File: config.mk
export PLATFORM = sky130hd
export DESIGN_NAME = shmem_arbiter
export DESIGN_NICKNAME = d
export VERILOG_FILES = /design/src/rtl/shmem_arbiter.sv
export SDC_FILE = /design/constraint.sdc
export NUM_CORES = 1
export LEC_CHECK = 0
export CAP_MARGIN = 20
export CORE_AREA = 3 3 173 175
export DETAILED_ROUTE_END_ITERATION = 8
export DIE_AREA = 0 0 176 178
export GPL_TIMING_DRIVEN = 0
export PLACE_DENSITY = 0.38
export SLEW_MARGIN = 10
export SYNTH_ARGS = -nofsm -noshare
export SYNTH_HDL_FRONTEND = slang
export SYNTH_SLANG_ARGS = --single-unit
File: constraint.sdc
create_clock -name clk -period 4.3 [get_ports clk]
set_input_delay 1.075 -clock clk [delete_from_list [all_inputs] [get_ports clk]]
set_output_delay 1.075 -clock clk [all_outputs]
set_load 0.05 [all_outputs]
File: src/rtl/shmem_arbiter.sv
// Purpose: two-master arbiter onto one single-port shared memory, round-robin with per-master bus lock.
// Latency: grant and memory command are combinational in the request cycle; read data is valid one cycle after grant.
// Backpressure: a non-granted or locked-out master is held with waitrequest=1; pipelined reads sustain one per cycle.
module shmem_arbiter #(
    parameter int ADDR_W   = 7,
    parameter int DATA_W   = 64,
    parameter int LOCK_MAX = 64
) (
    input  logic                  clk,
    input  logic                  reset,

    input  logic [ADDR_W-1:0]     m0_address,
    input  logic [DATA_W/8-1:0]   m0_byteenable,
    input  logic                  m0_read,
    input  logic                  m0_write,
    input  logic [DATA_W-1:0]     m0_writedata,
    input  logic                  m0_lock,
    output logic [DATA_W-1:0]     m0_readdata,
    output logic                  m0_waitrequest,
    output logic                  m0_readdatavalid,

    input  logic [ADDR_W-1:0]     m1_address,
    input  logic [DATA_W/8-1:0]   m1_byteenable,
    input  logic                  m1_read,
    input  logic                  m1_write,
    input  logic [DATA_W-1:0]     m1_writedata,
    input  logic                  m1_lock,
    output logic [DATA_W-1:0]     m1_readdata,
    output logic                  m1_waitrequest,
    output logic                  m1_readdatavalid,

    output logic [ADDR_W-1:0]     mem_address,
    output logic [DATA_W/8-1:0]   mem_byteenable,
    output logic                  mem_chipselect,
    output logic                  mem_write,
    output logic [DATA_W-1:0]     mem_writedata,
    output logic                  mem_clken,
    input  logic [DATA_W-1:0]     mem_readdata,

    output logic                  lock_timeout
);

    localparam int CNT_W = $clog2(LOCK_MAX + 1);
    // Counter value on the cycle before it would reach LOCK_MAX; the
    // forced release happens on the same edge that the count reaches it.
    localparam logic [CNT_W-1:0] IDLE_LAST = CNT_W'(LOCK_MAX - 1);
    localparam logic [CNT_W-1:0] IDLE_SAT  = CNT_W'(LOCK_MAX);

    typedef enum logic [1:0] {RR, LOCK0, LOCK1} state_t;

    state_t            state;
    logic              rr_ptr;      // 0: m0 wins a tie, 1: m1 wins a tie
    logic [CNT_W-1:0]  idle_cnt;
    logic              rd_pend0;
    logic              rd_pend1;

    logic              req0;
    logic              req1;
    logic              gnt0;
    logic              gnt1;
    logic              owner_req;
    logic              owner_lock;

    // A read+write from one master counts as a single (write) request.
    assign req0 = m0_read | m0_write;
    assign req1 = m1_read | m1_write;

    // Request and lock qualifier of whichever master currently owns the lock.
    assign owner_req  = (state == LOCK1) ? req1    : req0;
    assign owner_lock = (state == LOCK1) ? m1_lock : m0_lock;

    // Grant decision: round-robin tie-break in RR, exclusive owner while locked, nothing in reset.
    always_comb begin
        gnt0 = 1'b0;
        gnt1 = 1'b0;
        if (!reset) begin
            case (state)
                RR: begin
                    if (req0 && req1) begin
                        gnt0 = ~rr_ptr;
                        gnt1 =  rr_ptr;
                    end else begin
                        gnt0 = req0;
                        gnt1 = req1;
                    end
                end
                LOCK0:   gnt0 = req0;
                LOCK1:   gnt1 = req1;
                default: begin
                    gnt0 = 1'b0;
                    gnt1 = 1'b0;
                end
            endcase
        end
    end

    // Steer the granted master's command onto the memory port.
    always_comb begin
        mem_address    = m0_address;
        mem_byteenable = m0_byteenable;
        mem_writedata  = m0_writedata;
        mem_write      = 1'b0;
        if (gnt1) begin
            mem_address    = m1_address;
            mem_byteenable = m1_byteenable;
            mem_writedata  = m1_writedata;
            mem_write      = m1_write;
        end else if (gnt0) begin
            mem_write      = m0_write;
        end
    end

    assign mem_chipselect = gnt0 | gnt1;
    assign mem_clken      = 1'b1;

    // Waitrequest drops only for a requesting master that holds the grant.
    assign m0_waitrequest = ~(req0 & gnt0);
    assign m1_waitrequest = ~(req1 & gnt1);

    // Read data is broadcast; readdatavalid alone tells each master it is theirs.
    assign m0_readdata = mem_readdata;
    assign m1_readdata = mem_readdata;

    // Valid is masked during reset so a read granted just before reset never completes.
    assign m0_readdatavalid = rd_pend0 & ~reset;
    assign m1_readdatavalid = rd_pend1 & ~reset;

    // One-deep read-return pipeline matching the memory's one-cycle read latency.
    always_ff @(posedge clk) begin
        if (reset) begin
            rd_pend0 <= 1'b0;
            rd_pend1 <= 1'b0;
        end else begin
            rd_pend0 <= gnt0 & m0_read & ~m0_write;
            rd_pend1 <= gnt1 & m1_read & ~m1_write;
        end
    end

    // Lock FSM, round-robin pointer, idle counter and sticky timeout flag.
    always_ff @(posedge clk) begin
        if (reset) begin
            state        <= RR;
            rr_ptr       <= 1'b0;
            idle_cnt     <= '0;
            lock_timeout <= 1'b0;
        end else begin
            // Every grant hands the next tie to the other master.
            if (gnt0) begin
                rr_ptr <= 1'b1;
            end else if (gnt1) begin
                rr_ptr <= 1'b0;
            end

            case (state)
                RR: begin
                    idle_cnt <= '0;
                    if (gnt0 && m0_lock) begin
                        state <= LOCK0;
                    end else if (gnt1 && m1_lock) begin
                        state <= LOCK1;
                    end
                end
                LOCK0, LOCK1: begin
                    // While locked the owner's request is always granted,
                    // so owner_req here means a granted transfer.
                    if (owner_req) begin
                        idle_cnt <= '0;
                        if (!owner_lock) begin
                            state <= RR;
                        end
                    end else if (idle_cnt == IDLE_LAST) begin
                        idle_cnt     <= IDLE_SAT;
                        state        <= RR;
                        lock_timeout <= 1'b1;
                    end else if (idle_cnt != IDLE_SAT) begin
                        idle_cnt <= idle_cnt + 1'b1;
                    end
                end
                default: begin
                    state <= RR;
                end
            endcase
        end
    end

endmodule

==> impl_metrics.tcl <==
set metrics [dict create \
    fmax_mhz 239 \
    status "complete, no violations" \
    ios 445 \
    gp_congestion 0.714 \
    cts_tree "done" \
    hp-class "flip-flop to flip-flop" \
    p_leak_nw 2.83 \
    path_max_fanout 10 \
    routed_wl_mm 17.5 \
    synth_mux_area_share_pct 32.1 \
    layout_worst_path_cycle_share_pct 97.5 \
    period_needed_ns 4.19 \
    yosysSeqAreaShare_pct 9.39 \
    rsz0062_at_grt "yes" \
    min_from "lock_timeout$_SDFFE_PP0P_" \
    synth_seq_cells 13 \
    p_per_area_nw_per_um2 275 \
    portBuffers 379 \
    worstSetupStartpointType "input pin" \
    grt_pass1_vias 3386 \
    finalMaxSlewViolations 0 \
    async_flop_share_pct 0 \
    worst_pin_slew_ns 0.522 \
    ir_worst_vdd_uv 83.1 \
    seqCellArea_sq_um 260 \
    reg2reg_depth 8 \
    antenna_cells 0 \
    min_to "lock_timeout$_SDFFE_PP0P_" \
    dr_total_vias 3460 \
    slew_headroom_pct 65.1 \
    synth_top_family_by_area "buffers and inverters" \
    cts_root_buf "clkbuf_16" \
    synth_cells 323 \
    dpl_cell_area_sq_um 7050 \
    post_drt_via_cell_ratio 3.17 \
    grt-ovfl-total 0 \
    first_pass_iters 4 \
    cts_buffer_depth 2 \
    drt_iter0_drc 49 \
    hpwl_mm 15.8 \
    synthAdderAreaFrac_pct 2.71 \
    crit_start "m1_read" \
    cts_max_level 1 \
    hold_viol 0 \
    die-area_sq_um 31300 \
    ys_top_cells_by_count "135 x buf_4, 79 x mux2_2, 15 x nor2_1" \
    grt_util_all_layers_pct 9.81 \
    syn_area_sq_um 2770 \
    ys.warnings.count 0 \
    finalSetupTns_ns 0 \
    drive_above_1_share_pct 44.3 \
    synth_compound_area_share_pct 7.36 \
    row_count 62 \
    fp.coreArea_sq_um 28600 \
    synth.avg_cell_area_sq_um 8.58 \
    synth_top_area_share_pct 36.6 \
    synthXorXnorAreaFrac_pct 0.948 \
    die_h_um 178 \
    whs_path_depth 2 \
    r2r_end "idle_cnt[2]$_SDFFE_PP0P_" \
    start_util_pct 9.69 \
    yosysMostFrequentCell "buf_4" \
    die_w_um 176 \
    synth_largest_area_cell "buf_4" \
    wire_per_inst_um 16.0 \
    synthesis.nets 559 \
    grt_max_degree 11 \
    clkLatencyLatePin_ns 0.24 \
    whs_ns 0.487 \
    grt_pass1_wl_mm 23.2 \
    synth_enable_flop_cells 0 \
    path_clk_slew_ns 0.04 \
    antenna_found_initial 1 \
    r2r_start "state[0]$_SDFFE_PP0P_" \
    synth_cell_types 42 \
    synthTopCellsByArea "buf_4 37%, mux2_2 32%, dfxtp_1 9.4%, ha_1 2.7%, nor2_1 2.0%" \
    hold_buffers 0 \
    critPathCaptureType "output port" \
    clock_skew_ns 0.00456 \
    maxCapViolCount 0 \
    final_area_sq_um 6800 \
    synthFlopType "dfxtp_1" \
    drc 0 \
    clock_sinks 13 \
    setup_violations 0 \
    critical_path_class "input pin to output port" \
    multi_input_area_sq_um 1430 \
    n_fill_cell 3189 \
    ant_nets 0 \
    cp_data_required_time_ns 3.22 \
    syn_to_final_growth_pct 145 \
    cp.arrival_ns 3.12 \
    instances_no_fill 1093 \
    cts_made_buffers 3 \
    yosys.area_share.simple_pct 8.26 \
    rrSetupSlack_ns 2.20 \
    layout.nets 946 \
    dp.cells 1086 \
]
flip-flops by register name (all words and copies together), names as in the netlist:
name and cells:
rr_ptr 1, rd_pend0 1, idle_cnt 7, rd_pend1 1
lock_timeout 1, state 2
final cells by class:
class / count / share of cell area (%)
multi-input cells: 161 / 21.0
repair buffers: 382 / 50.6
well taps: 384 / 7.07
inverters: 7 / 0.387
flip-flops and latches: 13 / 3.83
plain buffers: 142 / 15.9
clock buffers: 4 / 1.16
worst max-delay path: stages:
cell             delay [ns]
clkdlybuf4s50_1        0.52
nor2_1                 0.12
a2111oi_4              0.27
buf_4                  0.19
buf_6                  0.15
buf_4                  0.20
mux2_2                 0.36
buf_2                  0.22
kinds of logic (layout without fill, tap and decap cells):
| logic type | after synthesis | in the layout |
|---|---|---|
| buf+inv | 149 | 535 |
| mux | 79 | 79 |
| simple gates | 46 | 46 |
| compound gates | 26 | 26 |
| flops | 13 | 13 |
| fa+ha+maj | 6 | 6 |
| xor+xnor | 3 | 3 |
| other cells | 1 | 1 |
placed cells by master, fill, tap and decap left out, types with 2 or more instances in the layout:
cell	n
o21ai_0	4
nor2b_1	3
dlygate4sd2_1	3
nand2_1	9
clkbuf_16	3
nor2_1	15
clkbuf_4	2
buf_6	4
inv_1	7
or3_1	3
xnor2_1	2
clkdlybuf4s15_2	3
clkbuf_2	10
buf_4	140
dfxtp_1	13
a21oi_1	8
clkdlybuf4s50_1	293
ha_1	6
clkbuf_1	3
mux2_2	79
buf_2	65
nand3_1	5
nand2b_1	2
how the worst max path moves through the flow:
stage,endpoint,cells past startpoint
floorplan,mem_chipselect,6
global placement,mem_writedata[27],7
detailed placement,mem_writedata[27],7
CTS,mem_byteenable[7],8
global route,mem_writedata[51],8
finish,mem_writedata[12],8
what timing repair did:
action / in CTS / in global routing
hold endpoints to repair: 0 / 0
gates cloned: 1 / 0
endpoints found under the setup margin: 83 / 80
gates resized for setup: 374 / 31
pin swaps: 0 / 0
setup buffers: 2 / 0
through the flow:
| step | setup slack, ns | total power [mW] | utilization, % |
|---|---|---|---|
| 3_5_place_dp | -0.705 | 1.80 | 24.6 |
| 4_1_cts | 0.000960 | 1.91 | 23.8 |
| 5_1_grt | -0.0210 | 1.95 | 23.7 |
| 2_1_floorplan | 0.628 | 1.20 | - |
| 6_report | 0.109 | 1.87 | 23.7 |
| 3_3_place_gp | -0.726 | 1.80 | 24.6 |
where the power goes:
| group | total (mW) | switching (mW) | internal (mW) | leakage [nW] |
|---|---|---|---|---|
| clock | 0.175 | 0.0500 | 0.125 | 0.0382 |
| combinational | 1.56 | 0.967 | 0.589 | 2.69 |
| sequential | 0.136 | 0.00621 | 0.130 | 0.105 |
metal layers:
| metal | vias to the layer above | track usage [%] | share of wire (%) |
|---|---|---|---|
| met5 | - | 0 | 0.074 |
| met4 | 2 | 0.297 | 0.011 |
| met3 | 2 | 3.55 | 9.6 |
| met2 | 200 | 18.8 | 54 |
| met1 | 1520 | 10.9 | 36 |
| li1 | 1736 | - | - |
Note: power is estimated with default switching activity, not from simulation.
